### config.mk
export PLATFORM = sky130hd
export DESIGN_NAME = cart_mbc3_flat
export DESIGN_NICKNAME = d
export VERILOG_FILES = /design/src/rtl/mbc3_pkg.sv /design/src/rtl/cart_mbc3_if.sv /design/src/rtl/mbc3_rtc.sv /design/src/rtl/cart_mbc3.sv /design/src/flat_wrapper.sv
export SDC_FILE = /design/constraint.sdc
export NUM_CORES = 1
export LEC_CHECK = 0
export BUFFER_PORTS_ARGS = -buffer_cell sky130_fd_sc_hd__buf_2
export CAP_MARGIN = 20
export CORE_MARGIN = 2
export CORE_UTILIZATION = 51
export CTS_BUF_LIST = sky130_fd_sc_hd__clkbuf_16
export CTS_CLUSTER_DIAMETER = 30
export DETAILED_ROUTE_END_ITERATION = 6
export GPL_TIMING_DRIVEN = 0
export PLACE_DENSITY = 0.77
export SYNTH_ARGS = -nofsm -noshare
export SYNTH_HDL_FRONTEND = slang
export SYNTH_SLANG_ARGS = --single-unit
### constraint.sdc
create_clock -name clk -period 2.54 [get_ports clk]
set_clock_uncertainty 0.05 [all_clocks]
set_input_delay 0.508 -clock clk [delete_from_list [all_inputs] [get_ports clk]]
set_output_delay 0.508 -clock clk [all_outputs]
set_load 0.05 [all_outputs]
### src/rtl/mbc3_pkg.sv
// Shared constants and types for the MBC3 cartridge controller.
package mbc3_pkg;

    localparam logic [15:0] RAMG_LO  = 16'h0000;
    localparam logic [15:0] RAMG_HI  = 16'h1FFF;
    localparam logic [15:0] ROMB_LO  = 16'h2000;
    localparam logic [15:0] ROMB_HI  = 16'h3FFF;
    localparam logic [15:0] SEL_LO   = 16'h4000;
    localparam logic [15:0] SEL_HI   = 16'h5FFF;
    localparam logic [15:0] LATCH_LO = 16'h6000;
    localparam logic [15:0] LATCH_HI = 16'h7FFF;
    localparam logic [15:0] ROM0_LO  = 16'h0000;
    localparam logic [15:0] ROMX_LO  = 16'h4000;
    localparam logic [15:0] ROMX_HI  = 16'h7FFF;
    localparam logic [15:0] XRAM_LO  = 16'hA000;
    localparam logic [15:0] XRAM_HI  = 16'hBFFF;

    localparam logic [3:0] RTC_S  = 4'h8;
    localparam logic [3:0] RTC_M  = 4'h9;
    localparam logic [3:0] RTC_H  = 4'hA;
    localparam logic [3:0] RTC_DL = 4'hB;
    localparam logic [3:0] RTC_DH = 4'hC;

    localparam logic [3:0] RAM_EN_KEY = 4'hA;

    typedef struct packed {
        logic       carry;
        logic       halt;
        logic [8:0] day;
        logic [4:0] h;
        logic [5:0] m;
        logic [5:0] s;
    } rtc_t;

    function automatic logic in_range(input logic [15:0] a, input logic [15:0] lo,
                                      input logic [15:0] hi);
        return (a >= lo) && (a <= hi);
    endfunction

endpackage

### src/rtl/cart_mbc3_if.sv
// CPU-facing cartridge bus: address, data both ways and the access strobes.
interface cart_mbc3_if;
    logic [15:0] a;
    logic [7:0]  din;
    logic [7:0]  dout;
    logic        rd;
    logic        wr;
    logic        cs;

    modport master (output a, din, rd, wr, cs, input dout);
    modport slave  (input a, din, rd, wr, cs, output dout);
endinterface

### src/rtl/mbc3_rtc.sv
// MBC3 real-time clock: prescaler, S/M/H/day counter chain, CPU write port
// and the latched snapshot the CPU reads.
module mbc3_rtc
    import mbc3_pkg::*;
#(
    parameter int TICK_DIV = 4194304
) (
    input  logic       clk,
    input  logic       rst,
    input  logic [3:0] sel,
    input  logic [7:0] wdata,
    input  logic       we,
    input  logic       latch,
    output rtc_t       latched
);
    localparam int PW = (TICK_DIV > 1) ? $clog2(TICK_DIV) : 1;
    localparam logic [PW-1:0] PRE_TOP = PW'(TICK_DIV - 1);

    rtc_t          live, live_next;
    logic [PW-1:0] pre_cnt;
    logic          tick;

    // Prescaler is a down-counter; reaching zero is one elapsed second.
    assign tick = ~live.halt && (pre_cnt == '0);

    // Next live value: a CPU write wins over a coincident tick.
    always_comb begin
        live_next = live;
        if (we) begin
            case (sel)
                RTC_S:  live_next.s = wdata[5:0];
                RTC_M:  live_next.m = wdata[5:0];
                RTC_H:  live_next.h = wdata[4:0];
                RTC_DL: live_next.day[7:0] = wdata;
                RTC_DH: begin
                    live_next.carry  = wdata[7];
                    live_next.halt   = wdata[6];
                    live_next.day[8] = wdata[0];
                end
                default: ;
            endcase
        end else if (tick) begin
            // Out-of-range values (63, 31) wrap naturally with no carry.
            live_next.s = live.s + 6'd1;
            if (live.s == 6'd59) begin
                live_next.s = '0;
                live_next.m = live.m + 6'd1;
                if (live.m == 6'd59) begin
                    live_next.m = '0;
                    live_next.h = live.h + 5'd1;
                    if (live.h == 5'd23) begin
                        live_next.h   = '0;
                        live_next.day = live.day + 9'd1;
                        if (live.day == 9'd511) live_next.carry = 1'b1;
                    end
                end
            end
        end
    end

    // Prescaler: reloads on wrap or on a seconds write, frozen while halted.
    always_ff @(posedge clk) begin
        if (rst) begin
            pre_cnt <= PRE_TOP;
        end else if (we && (sel == RTC_S)) begin
            pre_cnt <= PRE_TOP;
        end else if (!live.halt) begin
            pre_cnt <= (pre_cnt == '0) ? PRE_TOP : pre_cnt - 1'b1;
        end
    end

    // Live counters and the snapshot taken on the latch pulse.
    always_ff @(posedge clk) begin
        if (rst) begin
            live    <= '0;
            latched <= '0;
        end else begin
            live <= live_next;
            if (latch) latched <= live;
        end
    end

endmodule

### src/rtl/cart_mbc3.sv
// MBC3 cartridge responder: bus decode, bank registers, RAM strobe and
// read-data mux; the clock itself lives in mbc3_rtc.
module cart_mbc3
    import mbc3_pkg::*;
#(
    parameter int ROM_BANKS = 128,
    parameter int RAM_BANKS = 4,
    parameter int TICK_DIV  = 4194304
) (
    input  logic        clk,
    input  logic        rst,
    cart_mbc3_if.slave  bus,
    output logic [20:0] rom_a,
    input  logic [7:0]  rom_rdata,
    output logic [14:0] ram_a,
    output logic [7:0]  ram_wdata,
    output logic        ram_we,
    input  logic [7:0]  ram_rdata
);
    localparam logic [6:0] ROM_MASK = 7'(ROM_BANKS - 1);
    localparam logic [1:0] RAM_MASK = 2'(RAM_BANKS - 1);

    logic       wr_q, wr_evt, ram_en, latch_armed, latch_pulse, rtc_we;
    logic       in_xram, in_romx, sel_ram, sel_rtc;
    logic [6:0] rom_bank;
    logic [3:0] sel;
    rtc_t       rtc_lat;
    logic       unused_rd;

    assign unused_rd   = bus.rd;
    assign wr_evt      = bus.wr & ~wr_q & bus.cs;
    assign in_xram     = in_range(bus.a, XRAM_LO, XRAM_HI);
    assign in_romx     = in_range(bus.a, ROMX_LO, ROMX_HI);
    assign sel_ram     = (sel < 4'd4);
    assign sel_rtc     = (sel >= RTC_S) && (sel <= RTC_DH);
    assign latch_pulse = wr_evt & in_range(bus.a, LATCH_LO, LATCH_HI)
                       & (bus.din == 8'h01) & latch_armed;
    assign rtc_we      = wr_evt & in_xram & ram_en & sel_rtc;

    assign rom_a     = in_romx ? {rom_bank & ROM_MASK, bus.a[13:0]} : {7'd0, bus.a[13:0]};
    assign ram_a     = {sel[1:0] & RAM_MASK, bus.a[12:0]};
    assign ram_wdata = bus.din;

    // Control registers and the RAM write strobe, all driven by the write edge.
    always_ff @(posedge clk) begin
        if (rst) begin
            wr_q        <= 1'b0;
            ram_en      <= 1'b0;
            rom_bank    <= 7'd1;
            sel         <= 4'd0;
            latch_armed <= 1'b0;
            ram_we      <= 1'b0;
        end else begin
            wr_q   <= bus.wr;
            ram_we <= wr_evt & ram_en & sel_ram & in_xram;
            if (wr_evt) begin
                if (in_range(bus.a, RAMG_LO, RAMG_HI)) ram_en <= (bus.din[3:0] == RAM_EN_KEY);
                if (in_range(bus.a, ROMB_LO, ROMB_HI))
                    rom_bank <= (bus.din[6:0] == 7'd0) ? 7'd1 : bus.din[6:0];
                if (in_range(bus.a, SEL_LO, SEL_HI)) sel <= bus.din[3:0];
                if (in_range(bus.a, LATCH_LO, LATCH_HI)) latch_armed <= (bus.din == 8'h00);
            end
        end
    end

    // Read data: ROM below 8000, gated RAM/RTC window at A000-BFFF, else open bus.
    always_comb begin
        bus.dout = 8'hFF;
        if (in_range(bus.a, ROM0_LO, ROMX_HI)) begin
            bus.dout = rom_rdata;
        end else if (in_xram && ram_en) begin
            if (sel_ram) begin
                bus.dout = ram_rdata;
            end else begin
                case (sel)
                    RTC_S:  bus.dout = {2'b00, rtc_lat.s};
                    RTC_M:  bus.dout = {2'b00, rtc_lat.m};
                    RTC_H:  bus.dout = {3'b000, rtc_lat.h};
                    RTC_DL: bus.dout = rtc_lat.day[7:0];
                    RTC_DH: bus.dout = {rtc_lat.carry, rtc_lat.halt, 5'b00000, rtc_lat.day[8]};
                    default: ;
                endcase
            end
        end
    end

    mbc3_rtc #(.TICK_DIV(TICK_DIV)) u_rtc (
        .clk     (clk),
        .rst     (rst),
        .sel     (sel),
        .wdata   (bus.din),
        .we      (rtc_we),
        .latch   (latch_pulse),
        .latched (rtc_lat)
    );

endmodule
### src/flat_wrapper.sv
// flat-port wrapper written by rule: the top's interface ports become plain ports
module cart_mbc3_flat import mbc3_pkg::*;
#(
    parameter int ROM_BANKS = 128,
    parameter int RAM_BANKS = 4,
    parameter int TICK_DIV  = 4194304
)
  (clk, rst, rom_a, rom_rdata, ram_a, ram_wdata, ram_we, ram_rdata, bus_a, bus_din, bus_rd, bus_wr, bus_cs, bus_dout);
  cart_mbc3_if bus_i ();
  input  logic clk;
  input  logic rst;
  output logic [20:0] rom_a;
  input  logic [7:0] rom_rdata;
  output logic [14:0] ram_a;
  output logic [7:0] ram_wdata;
  output logic ram_we;
  input  logic [7:0] ram_rdata;
  input wire logic [$bits(bus_i.a)-1:0] bus_a;
  input wire logic [$bits(bus_i.din)-1:0] bus_din;
  input wire logic [$bits(bus_i.rd)-1:0] bus_rd;
  input wire logic [$bits(bus_i.wr)-1:0] bus_wr;
  input wire logic [$bits(bus_i.cs)-1:0] bus_cs;
  output wire logic [$bits(bus_i.dout)-1:0] bus_dout;
  assign bus_i.a = bus_a;
  assign bus_i.din = bus_din;
  assign bus_i.rd = bus_rd;
  assign bus_i.wr = bus_wr;
  assign bus_i.cs = bus_cs;
  assign bus_dout = bus_i.dout;
  cart_mbc3 #(.ROM_BANKS(ROM_BANKS), .RAM_BANKS(RAM_BANKS), .TICK_DIV(TICK_DIV)) u_core (.clk(clk), .rst(rst), .bus(bus_i), .rom_a(rom_a), .rom_rdata(rom_rdata), .ram_a(ram_a), .ram_wdata(ram_wdata), .ram_we(ram_we), .ram_rdata(ram_rdata));
endmodule
[Word level (Yosys, flattened, before mapping)]
Cells that the tools add are included.
Operators by class
  $add $sub $neg: 5
  multipliers: 0
  divide/modulo/power cells: 0
  order comparisons: 13
  equality and inequality tests: 16
  shift-type cells: 0
  muxes and demuxes: 23
  bitwise logic cells: 13
  reductions and logical operators: 31
Operators by type and width (count)
  two-way mux 26 bit: 3
  case mux 8 bit (5 select lines): 1
  >= comparator 16 x 15 -> 1 bit (second input constant): 2
  less-or-equal comparator 16 x 15 -> 1 bit (second input constant): 2
  two-way mux 8 bit: 4
  equality test 4 bit (second input constant): 6
  zero test 22 bit: 1
  two-way mux 22 bit: 1
  subtractor 22 x 1 -> 22 bit (second input constant): 1
  two-way mux 21 bit: 1
  two-way mux 20 bit: 1
  >= comparator 16 x 1 -> 1 bit (second input constant): 1
  >= comparator 16 x 14 -> 1 bit (second input constant): 1
  >= comparator 16 bit (second input constant): 1
  less-or-equal comparator 16 x 13 -> 1 bit (second input constant): 1
  less-or-equal comparator 16 x 14 -> 1 bit (second input constant): 1
  less-or-equal comparator 16 bit (second input constant): 1
  two-way mux 14 bit: 1
  adder 6 x 1 -> 6 bit (second input constant): 2
  equality test 6 bit (second input constant): 2
  two-way mux 6 bit: 2
  AND reduction 2 bit: 6
  AND 1 bit: 11
  logical AND 1 bit: 11
  22 further kinds: 37
Storage, ports and cells
  flip-flop bits (word level): 93
  latch bits: 0
  RAM bits: 0
  bits in read-only memories: 0
  output and inout port bits: 53
  memories kept: 0

[Longest topological paths before layout]
Gate-level depths: netlist of run 1.
  depth in word-level cells: 8
  gate-level depth with buffers: 8
  gate-level depth less buffers: 8

[By module]
From an unflattened synthesis of run 1, not the netlist that was laid out.
Unflattened totals
  cells, all modules: 624
  area total of the unflattened synthesis: 5183.7 µm²
By module, submodules not included
  mbc3_rtc: instances 1, cells an instance 437, area an instance 3774.9 µm²
  cart_mbc3: instances 1, cells an instance 187, area an instance 1408.9 µm²

[Worst setup path after synthesis of run 1]
No wires, ideal clock.
  path type: register to output
  from: register u_core.sel[1]
  to: output port bus_dout[1]
  arrival time: 2.298 ns
  path slack: -0.316 ns
  stages on the path, launching flop included: 8
  path buffers: 3
  path through: dfxtp_1 clkbuf_1 clkbuf_1 buf_1 a22oi_1 o211ai_1 o21ai_0 a21oi_1
On the way
  word-level cells in the longest chain between the ends: 5
  elaborated cells between the ends (all ways): 10
  classes of those cells: order compare: 1; eq/ne: 5; mux: 4
Ends and longest elaborated chain
  start, declared: line cart_mbc3.sv:26  | logic [3:0] sel;
  start signal, assigned: line cart_mbc3.sv:60  | if (in_range(bus.a, SEL_LO, SEL_HI)) sel <= bus.din[3:0];
  equality test 4 bit: line cart_mbc3.sv:75  | case (sel)
  case mux 8 bit (5 select lines): line cart_mbc3.sv:75
  two-way mux 8 bit *: line cart_mbc3.sv:72  | if (sel_ram) begin
  two-way mux 8 bit *: line cart_mbc3.sv:71  | end else if (in_xram && ram_en) begin
  two-way mux 8 bit *: line cart_mbc3.sv:69  | if (in_range(bus.a, ROM0_LO, ROMX_HI)) begin
  end, declared: line flat_wrapper.sv:23  | output wire logic [$bits(bus_i.dout)-1:0] bus_dout;
Every way passes the cells marked *; elsewhere a longest branch is shown, timed or not.

[Worst setup path in the final report of run 1]
  from: register u_core.sel[1]
  to: output port bus_dout[4]
Same word-level chain as after synthesis.

==> reports/metrics.yaml, run 1 <==
status:
  run_status: "finished clean"
critical_path:
  worst-endpoint-arrival_ns: 1.93
  critPathCaptureType: "output port"
  cp_max_fo: 10
  crit_path_start_kind: "register"
  critPathKind: "register to output port"
  crit_required_ns: 1.98
logic_synthesis:
  synth_nets: 721
  synth_top_area_cell: "dfxtp_1"
  ys_seq_area_share_pct: 35.4
  netlist_top_cells_area: "dfxtp_1 (35%), nand2_1 (7.6%), a21oi_1 (5.5%)"
  ys_dominant_reg_cell: "dfxtp_1"
  async_flop_share_pct: 0
  synthDistinctLibCells: 62
  netlist.area_leader.share_pct: 35.4
  syn_area_per_cell_um2: 7.87
  ys_warn_count: 0
  syn_inst: 669
  ys_ff_latch: 93
  synth_area_mm2: 0.00526
  synth_edf_count: 0
drt:
  post-route-drc-count: 0
  vias: 5347
  drtPass1Iterations: 5
  drtAntennaViolNets: 0
  routed_wl_um: 15400
  drt_iter0_drc: 603
  routed_via_density: 5.92
  wire_per_inst_um: 17.1
final_layout:
  num-nets-final: 814
  final_area_mm2: 0.00630
  final.fill_count: 921
  syn_to_final_growth_pct: 19.8
  instances_no_fill: 903
  n_antenna_cell: 0
  drive_above_1_share_pct: 26.1
  final_cell_mix: "nand2_1 (106), dfxtp_1 (90), buf_2 (84), a21oi_1 (51), nor2_1 (48)"
  final_common_cell: "nand2_1"
  seqCellArea_mm2: 0.00187
  multi_input_area_mm2: 0.00302
die:
  die_y_um: 106
  design.die.area_mm2: 0.0111
  ioPinCount: 98
  std_cell_rows: 37
  core_area_mm2: 0.0102
  die_x_um: 106
  start_util_pct: 51.7
run:
  drv_cap: 0
cts:
  clkTransAtPathRegs_ns: 0.07
  cts_root_buf: "clkbuf_16"
  clock-sinks: 93
  cts_tree: "done"
  htreeDepth: 3
  holdBufCountCts: 0
  clk_latency_ns: 0.35
  cts_buffer_depth: 2
  cts_made_buffers: 9
timing:
  finalHoldViolCount: 0
  finalCritPeriodShare_pct: 97.9
  setup_viol: 0
  rsz0062_at_grt: "no"
  finalMaxSlewViolations: 0
  slew_headroom_pct: 52.3
  timing.fmax_mhz: 402
  tightest_slew_ns: 0.715
  final.min_clock_period_ns: 2.49
global_route:
  grt_pass1_wl_um: 24400
  antenna_found_initial: 0
  overflow: 0
  first_global_vias: 4932
  grt_max_degree: 17
  track_usage_pct: 27.2
place:
  placed_area_mm2: 0.00589
  port-buffer-count: 81
  dp_cells: 886
  hpwl_um: 11300
  finalWeightedCongestion: 0.975
pwr:
  p_per_area_mw_per_mm2: 490
  power.leakage_uw: 0.00231
  peakVddDrop_uv: 290
hold_path:
  hold_class: "input port to register"
-- power breakdown --
group	leakage (uW)	switching [uW]	internal, uW
clock network	0.000141	596	670
registers	0.000753	6.68	1460
logic	0.00141	244	110
total	0.00231	847	2240
-- metrics by stage --
step / utilization [%] / TNS [ns] / worst slack [ns] / hold WS, ns / total power, uW
floorplan: - / -0.0365 / -0.0365 / 0.378 / 1750
global placement: 57.8 / -16.99 / -0.433 / 0.393 / 1840
detailed placement: 57.8 / -20.14 / -0.497 / 0.393 / 1850
CTS: 60.9 / 0 / 0.000153 / 0.354 / 3090
global route: 61.9 / 0 / 0.00898 / 0.366 / 3180
finish: 61.9 / 0 / 0.0542 / 0.356 / 3090
-- worst paths after layout --
| check | start | to | slack [ns] | depth (start not counted) |
|---|---|---|---|---|
| setup reg to reg | u_core.u_rtc.pre_cnt[12] | u_core.u_rtc.live[16] | 0.10 | 8 |
| setup / recovery | u_core.sel[1] | bus_dout[4] | 0.05 | 7 |
| hold reg to reg | u_core.u_rtc.latched[20] | u_core.u_rtc.latched[20] | 0.40 | 2 |
| hold / removal | bus_wr | u_core.wr_q | 0.36 | 2 |
-- logic make-up (layout without fill, tap and decap cells) --
group / after synthesis / after routing / share of synthesized area [%]
adders and majority gates: 7 / 7 / 1.66
DFF: 93 / 93 / 35.4
buffers and inverters: 88 / 186 / 9.27
xor gates and xnor gates: 20 / 20 / 3.33
AOI/OAI and AO/OA: 151 / 151 / 18.3
muxes: 22 / 22 / 4.37
and+or+nand+nor: 288 / 288 / 27.7
-- worst max-delay path, stage by stage, from the launching register on --
cell      delay, ns
dfxtp_4        0.40
buf_8          0.15
mux2_2         0.34
o21ai_0        0.15
o211ai_1       0.15
o21ai_2        0.13
a21oi_4        0.08
buf_6          0.16
-- cell usage after synthesis, types with 7 or more instances --
master	count
and2_1	12
ha_1	7
buf_4	37
nor4_1	14
nor3_1	24
inv_1	11
nand2_1	106
clkbuf_1	28
nand3_1	22
mux2_2	8
mux2i_1	14
buf_2	9
o21ai_0	27
o32ai_1	10
dfxtp_1	93
a21oi_1	58
a22oi_1	9
xnor2_1	14
nor2_1	49
nand4_1	8
nor2b_1	9
-- routing by layer --
metal | vias to the layer above | track usage [%] | routed length (um)
met5 | - | 0 | 0
li1 | 2560 | - | -
met4 | 0 | 12.9 | 446
met3 | 44 | 3.96 | 1190
met1 | 2479 | 34.6 | 6480
met2 | 264 | 45.2 | 7310
-- flip-flops by register name, indices dropped and copies added (netlist names) --
| name | count |
|---|---|
| u_core.u_rtc.latched | 28 |
| u_core.sel | 4 |
| u_core.rom_bank | 7 |
| u_core.u_rtc.live | 28 |
| u_core.ram_we | 1 |
| u_core.latch_armed | 1 |
| u_core.u_rtc.pre_cnt | 22 |
| u_core.wr_q | 1 |
| u_core.ram_en | 1 |
-- layout make-up --
type / count / area share [%]
Buffer: 72 / 7.22
Clock buffer: 9 / 3.57
Clock inverter: 7 / 0.833
Inverter: 11 / 0.655
Multi-Input combinational cell: 488 / 47.8
Sequential cell: 93 / 29.6
Tap cell: 136 / 2.70
Timing Repair Buffer: 87 / 7.56
-- what timing repair did --
action,CTS,global route
endpoints found under the hold margin,0,0
resized for setup,22,28
gates cloned,0,0
pin swaps,0,5
setup endpoints to repair,21,52
buffers inserted,0,6
No activity file was read; power rests on OpenSTA's default activity.
==> run 2, diff against run 1 <==
--- a/config.mk
+++ b/config.mk
@@ -8,12 +8,12 @@
 export BUFFER_PORTS_ARGS = -buffer_cell sky130_fd_sc_hd__buf_2
 export CAP_MARGIN = 20
 export CORE_MARGIN = 2
-export CORE_UTILIZATION = 51
+export CORE_UTILIZATION = 50
 export CTS_BUF_LIST = sky130_fd_sc_hd__clkbuf_16
 export CTS_CLUSTER_DIAMETER = 30
 export DETAILED_ROUTE_END_ITERATION = 6
 export GPL_TIMING_DRIVEN = 0
-export PLACE_DENSITY = 0.77
+export PLACE_DENSITY = 0.76
 export SYNTH_ARGS = -nofsm -noshare
 export SYNTH_HDL_FRONTEND = slang
 export SYNTH_SLANG_ARGS = --single-unit
==> run 2 against run 1 <==
  * Non-clock buffer count unchanged
  * Combinational power barely moved
  * Critical path type unchanged
  * Clock power is 4% lower
  * Wire length up 0.80%
  * Critical path depth did not move
  * Setup slack better by 0.044 ns
  * Global-route usage is 0.23 points higher
  * Cell area is 0.24% lower
  * Critical endpoint is now bus_dout[6]
  * Largest power group unchanged
  * Fmax increased by 1.8%
  * Final cell count fell by 0.11%
  * Clock-buffer cell count unchanged
==> reports/metrics.yaml, run 2 (synthesized netlist as in run 1, its figures left out) <==
final_layout:
  final.fill_count: 948  # was 921
  num-nets-final: 814  # unchanged
  final_area_mm2: 0.00629  # was 0.00630 mm2
  drive_above_1_share_pct: 25.6  # was 26.1%
  final_common_cell: "nand2_1"  # unchanged
  reg_top3: "u_core.u_rtc.latched x28, u_core.u_rtc.live x28, u_core.u_rtc.pre_cnt x22"  # unchanged
  final_cell_mix: "nand2_1 (106), dfxtp_1 (91), buf_2 (84), a21oi_1 (51), nor2_1 (48)"  # was nand2_1 (106), dfxtp_1 (90), buf_2 (84), a21oi_1 (51), nor2_1 (48)
  syn_to_final_growth_pct: 19.5  # was 19.8%
  seqCellArea_mm2: 0.00187  # about the same
  multi_input_area_mm2: 0.00301  # was 0.00302 mm2
  instances_no_fill: 902  # was 903
  n_antenna_cell: 0  # unchanged
die:
  start_util_pct: 51.2  # was 51.7%
  std_cell_rows: 37  # unchanged
  ioPinCount: 98  # unchanged
  die_y_um: 107  # was 106 um
  die_x_um: 107  # was 106 um
  design.die.area_mm2: 0.0114  # was 0.0111 mm2
  core_area_mm2: 0.0103  # was 0.0102 mm2
place:
  finalWeightedCongestion: 0.975  # about the same
  hpwl_um: 11500  # was 11300 um
  placed_area_mm2: 0.00589  # unchanged
  port-buffer-count: 81  # unchanged
  dp_cells: 886  # unchanged
drt:
  drtAntennaViolNets: 0  # unchanged
  drtPass1Iterations: 5  # unchanged
  drt_iter0_drc: 529  # was 603
  routed_via_density: 5.95  # was 5.92
  vias: 5365  # was 5347
  wire_per_inst_um: 17.2  # was 17.1 um
  post-route-drc-count: 0  # unchanged
  routed_wl_um: 15500  # was 15400 um
run:
  drv_cap: 0  # unchanged
hold_path:
  min_path_cells: 2  # unchanged
  hold_class: "input port to register"  # unchanged
timing:
  timing.fmax_mhz: 410  # was 402 MHz
  rsz0062_at_grt: "yes"  # was no
  finalHoldViolCount: 0  # unchanged
  finalMaxSlewViolations: 0  # unchanged
  final.min_clock_period_ns: 2.44  # was 2.49 ns
  setup_viol: 0  # unchanged
  slew_headroom_pct: 45.8  # was 52.3%
  finalCritPeriodShare_pct: 96.1  # was 97.9%
  tightest_slew_ns: 0.811  # was 0.715 ns
global_route:
  overflow: 0  # unchanged
  grt_pass1_wl_um: 24600  # was 24400 um
  track_usage_pct: 27.4  # was 27.2%
  antenna_found_initial: 0  # unchanged
  first_global_vias: 4975  # was 4932
  grt_max_degree: 15  # was 17
critical_path:
  crit_path_start_kind: "register"  # unchanged
  ff2ff_path_depth: 6  # was 8
  critPathKind: "register to output port"  # unchanged
  critPathCaptureType: "output port"  # unchanged
  cp_max_fo: 10  # unchanged
  crit_required_ns: 1.98  # about the same
  worst-endpoint-arrival_ns: 1.88  # was 1.93 ns
cts:
  clk_latency_ns: 0.35  # about the same
  htreeDepth: 3  # unchanged
  holdBufCountCts: 0  # unchanged
  cts_buffer_depth: 2  # unchanged
  cts_root_buf: "clkbuf_16"  # unchanged
  clock-sinks: 93  # unchanged
  clkTransAtPathRegs_ns: 0.06  # was 0.07 ns
  cts_tree: "done"  # unchanged
  cts_made_buffers: 9  # unchanged
pwr:
  p_comb_share_pct: 11.6  # was 11.5%
  peakVddDrop_uv: 369  # was 290 uV
  p_per_area_mw_per_mm2: 483  # was 490 mW/mm2
  power.leakage_uw: 0.00231  # about the same
  switching_share_pct: 26.9  # was 27.4%
  p_seq_share_pct: 48.3  # was 47.6%
  internal-power_uw: 2220  # was 2240 uW
  p_switching_uw: 817  # was 847 uW
  clkPwrFrac_pct: 40.0  # was 41.0%
status:
  run_status: "finished clean"  # unchanged
run 2: critical path, stage by stage (launching register included):
cell and delay (ns):
dfxtp_1 0.34, clkbuf_4 0.23, clkbuf_4 0.23, a21oi_1 0.05, o21ai_0 0.15, o21ai_0 0.13, a21oi_2 0.14, buf_2 0.27
run 2: worst paths after layout:
| path | startpoint | end | slack, ns |
|---|---|---|---|
| worst max-delay path | u_core.sel[2] | bus_dout[6] | 0.1 |
| worst min-delay path | bus_wr | u_core.wr_q | 0.37 |
| worst max register to register | u_core.u_rtc.live[6] | u_core.u_rtc.live[16] | 0.1 |
| worst min register to register | u_core.u_rtc.latched[17] | u_core.u_rtc.latched[17] | 0.40 |
run 2: per-layer routing:
metal | up-vias | global-route usage, % | share of wire [%]
li1 | 2553 | - | -
met3 | 46 | 4.86 | 7.9
met5 | - | 0 | 0
met2 | 256 | 45.9 | 47
met1 | 2510 | 34.1 | 41
met4 | 0 | 13.1 | 3.3
run 2: stage by stage:
step / hold WS (ns) / setup TNS (ns) / power, uW / worst slack, ns / utilization, %
final: 0.367 / 0 / 3040 / 0.0981 / 61.2
after global routing: 0.389 / -0.0156 / 3130 / -0.0156 / 61.2
after CTS: 0.364 / -0.00754 / 3050 / -0.00754 / 60.4
after detailed placement: 0.396 / -19.64 / 1850 / -0.554 / 57.3
after global placement: 0.388 / -18.55 / 1840 / -0.522 / 57.3
after floorplan: 0.378 / -0.0365 / 1750 / -0.0365 / -
run 2: area by class of cell:
| class | count | area share [%] |
|---|---|---|
| Multi-Input combinational cell | 488 | 47.8 |
| Sequential cell | 93 | 29.7 |
| Timing Repair Buffer | 86 | 7.66 |
| Buffer | 73 | 7.34 |
| Clock buffer | 9 | 3.58 |
| Tap cell | 136 | 2.71 |
| Inverter | 11 | 0.656 |
| Clock inverter | 6 | 0.537 |
run 2: power groups by stage:
stage               combinational [uW]  sequential, uW  clock, uW
global route                       374            1470       1290
CTS                                347            1470       1230
finish                             354            1470       1220
global placement                   341            1500          0
detailed placement                 344            1500          0
floorplan                          252            1500          0
run 2: timing repair:
| action | in CTS | in global routing |
|---|---|---|
| pin swaps | 0 | 3 |
| setup endpoints to repair | 16 | 30 |
| gates resized for setup | 19 | 32 |
| buffers inserted | 2 | 3 |
| cloned | 0 | 0 |
==> run 3, diff against run 2 <==
--- a/config.mk
+++ b/config.mk
@@ -9,7 +9,6 @@
 export CAP_MARGIN = 20
 export CORE_MARGIN = 2
 export CORE_UTILIZATION = 50
-export CTS_BUF_LIST = sky130_fd_sc_hd__clkbuf_16
 export CTS_CLUSTER_DIAMETER = 30
 export DETAILED_ROUTE_END_ITERATION = 6
 export GPL_TIMING_DRIVEN = 0
==> constraint.sdc (replaced) <==
create_clock -name clk -period 2.54 [get_ports clk]
set_clock_uncertainty 0.05 [all_clocks]
set_input_delay 0.127 -clock clk [delete_from_list [all_inputs] [get_ports clk]]
set_output_delay 0.127 -clock clk [all_outputs]
set_load 0.05 [all_outputs]
==> run 3 against run 2 <==
  * The run now ends with DRC left
  * Non-clock buffer count increased by 4
  * Power decreased by 7.2%
  * Via count about the same
  * Critical path depth increased by 1
  * Critical endpoint is now u_core.u_rtc.live[25]
  * Fmax about the same
  * Clock-buffer cell count increased by 1
  * Largest power group unchanged
==> reports/metrics.yaml, run 3 (synthesized netlist as in run 1, its figures left out) <==
drt:
  routed_wl_um: 15400  # was 15500 um
  routed_via_density: 5.92  # was 5.95
  vias: 5362  # was 5365
  drt_iter0_drc: 661  # was 529
  wire_per_inst_um: 17.0  # was 17.2 um
  post-route-drc-count: 1  # was 0
  drtAntennaViolNets: 0  # unchanged
  drtPass1Iterations: 7  # was 5
critical_path:
  cp_max_fo: 8  # was 10
  ff2ff_path_depth: 8  # was 6
  critPathKind: "register to register"  # was register to output port
  crit_path_start_kind: "register"  # unchanged
  crit_required_ns: 2.75  # was 1.98 ns
  timing.rr.start: "u_core.u_rtc.live[26]"  # was u_core.u_rtc.live[6]
  r2r_end: "u_core.u_rtc.live[25]"  # was u_core.u_rtc.live[16]
  worst-endpoint-arrival_ns: 2.65  # was 1.88 ns
  critPathCaptureType: "register"  # was output port
  worst-r2r-setup-slack_ns: 0.1  # about the same
  critPathLaunch: "u_core.u_rtc.live[26]"  # was u_core.sel[2]
die:
  ioPinCount: 98  # unchanged
  std_cell_rows: 37  # unchanged
  core_area_mm2: 0.0103  # unchanged
  die_y_um: 107  # unchanged
  start_util_pct: 51.2  # unchanged
  design.die.area_mm2: 0.0114  # unchanged
  die_x_um: 107  # unchanged
global_route:
  track_usage_pct: 26.5  # was 27.4%
  overflow: 0  # unchanged
  antenna_found_initial: 0  # unchanged
  grt_pass1_wl_um: 24200  # was 24600 um
  first_global_vias: 4898  # was 4975
  grt_max_degree: 16  # was 15
timing:
  finalHoldViolCount: 0  # unchanged
  finalSetupTns_ns: 0  # unchanged
  tightest_slew_ns: 0.710  # was 0.811 ns
  setup_viol: 0  # unchanged
  timing.fmax_mhz: 409  # was 410 MHz
  final.min_clock_period_ns: 2.44  # about the same
  timing.hold.ws_ns: 0.0144  # was 0.367 ns
  slew_headroom_pct: 52.6  # was 45.8%
  setup_ws_ns: 0.0976  # was 0.0981 ns
  finalCritPeriodShare_pct: 96.2  # was 96.1%
  finalMaxSlewViolations: 0  # unchanged
final_layout:
  drive_above_1_share_pct: 24.5  # was 25.6%
  num-nets-final: 818  # was 814
  final_cell_mix: "nand2_1 (106), buf_2 (90), dfxtp_1 (90), a21oi_1 (58), nor2_1 (49)"  # was nand2_1 (106), dfxtp_1 (91), buf_2 (84), a21oi_1 (51), nor2_1 (48)
  final_util_pct: 59.8  # was 61.2%
  final_common_cell: "nand2_1"  # unchanged
  final.fill_count: 919  # was 948
  n_antenna_cell: 0  # unchanged
  syn_to_final_growth_pct: 16.8  # was 19.5%
  final_area_mm2: 0.00615  # was 0.00629 mm2
  reg_top3: "u_core.u_rtc.latched x28, u_core.u_rtc.live x28, u_core.u_rtc.pre_cnt x22"  # unchanged
place:
  placed_area_mm2: 0.00584  # was 0.00589 mm2
  hpwl_um: 11300  # was 11500 um
  port-buffer-count: 81  # unchanged
  finalWeightedCongestion: 0.957  # was 0.975
  dp_slack_ns: -0.0305  # was -0.554 ns
cts:
  clkTransAtPathRegs_ns: 0.09  # was 0.06 ns
  cts_made_buffers: 9  # unchanged
  cts_root_buf: "clkbuf_8"  # was clkbuf_16
  htreeDepth: 3  # unchanged
  clock-sinks: 93  # unchanged
  cts_tree: "done"  # unchanged
  cts_buffer_depth: 2  # unchanged
  clk_latency_ns: 0.37  # was 0.35 ns
status:
  violations: "DRC"
  run_status: "complete, but fails checks"  # was finished clean
hold_path:
  hold_start: "bus_din[7]"  # was bus_wr
  hold_class: "input port to register"  # unchanged
  min_path_cells: 3  # was 2
  min_to: "u_core.u_rtc.live[24]"  # was u_core.wr_q
pwr:
  p_per_area_mw_per_mm2: 459  # was 483 mW/mm2
  power.leakage_uw: 0.00224  # was 0.00231 uW
  peakVddDrop_uv: 282  # was 369 uV
run:
  drv_cap: 0  # unchanged
run 3: changes by cell type in the layout (fill, tap and decap cells not counted), sizes merged:
cell         before  now
buf             134  136
clkbuf           34   36
clkinv            3    1
bufinv            0    1
clkinvlp          1    2
dlygate4sd3       0    1
inv              13   12
run 3: where the power goes:
group          total [uW]  switching, uW  internal [uW]
combinational         340            238            102
sequential           1470           6.59           1460
clock                1010            532            478
total                2820            776           2040
run 3: metal layers:
metal  share of wire, %  up-vias  global-route usage [%]  wire [um]
li1                   -     2557                       -          -
met1                 43     2492                    34.3       6680
met5                  0        -                       0          0
met3                7.7       42                    4.32       1190
met4                2.6        0                    9.46        396
met2                 46      271                    44.5       7180
run 3: cell type report:
class	count	area, um2	area share, %
inverters	11	41.3	0.672
clock inverters	5	58.8	0.956
multi-input cells	488	2950	47.9
flip-flops and latches	93	1870	30.3
well taps	136	170	2.77
plain buffers	74	445	7.24
clock buffers	10	138	2.24
repair buffers	89	483	7.86
run 3: worst max path at each step:
| stage | to | slack [ns] | depth (start not counted) |
|---|---|---|---|
| global route | u_core.u_rtc.live[25] | -0.03 | 9 |
| finish | u_core.u_rtc.live[25] | 0.1 | 8 |
| CTS | bus_dout[4] | 0.02 | 7 |
| floorplan | bus_dout[1] | 0.06 | 7 |
| detailed placement | bus_dout[4] | -0.03 | 8 |
| global placement | bus_dout[4] | -0.04 | 8 |
run 3: through the flow:
| step | total power (uW) | instances |
|---|---|---|
| floorplan | 1750 | 669 |
| global placement | 1840 | 886 |
| detailed placement | 1840 | 886 |
| CTS | 2830 | 901 |
| global route | 2910 | 906 |
| finish | 2820 | 906 |
run 3: timing repair:
| action | CTS | global route |
|---|---|---|
| pin swaps | 0 | 1 |
| gates resized for setup | 5 | 18 |
| buffers inserted | 0 | 7 |
| setup endpoints to repair | 14 | 53 |
| endpoints found under the hold margin | 1 | 0 |
| hold buffers | 1 | 0 |
run 3: worst max-delay path, cell delays in order (launching register included):
cell and delay [ns]:
dfxtp_1 0.31, clkbuf_1 0.21, nor4b_1 0.49, nand4_2 0.14
buf_4 0.21, buf_4 0.15, nor4_1 0.31, o21ai_0 0.17
mux2_2 0.29
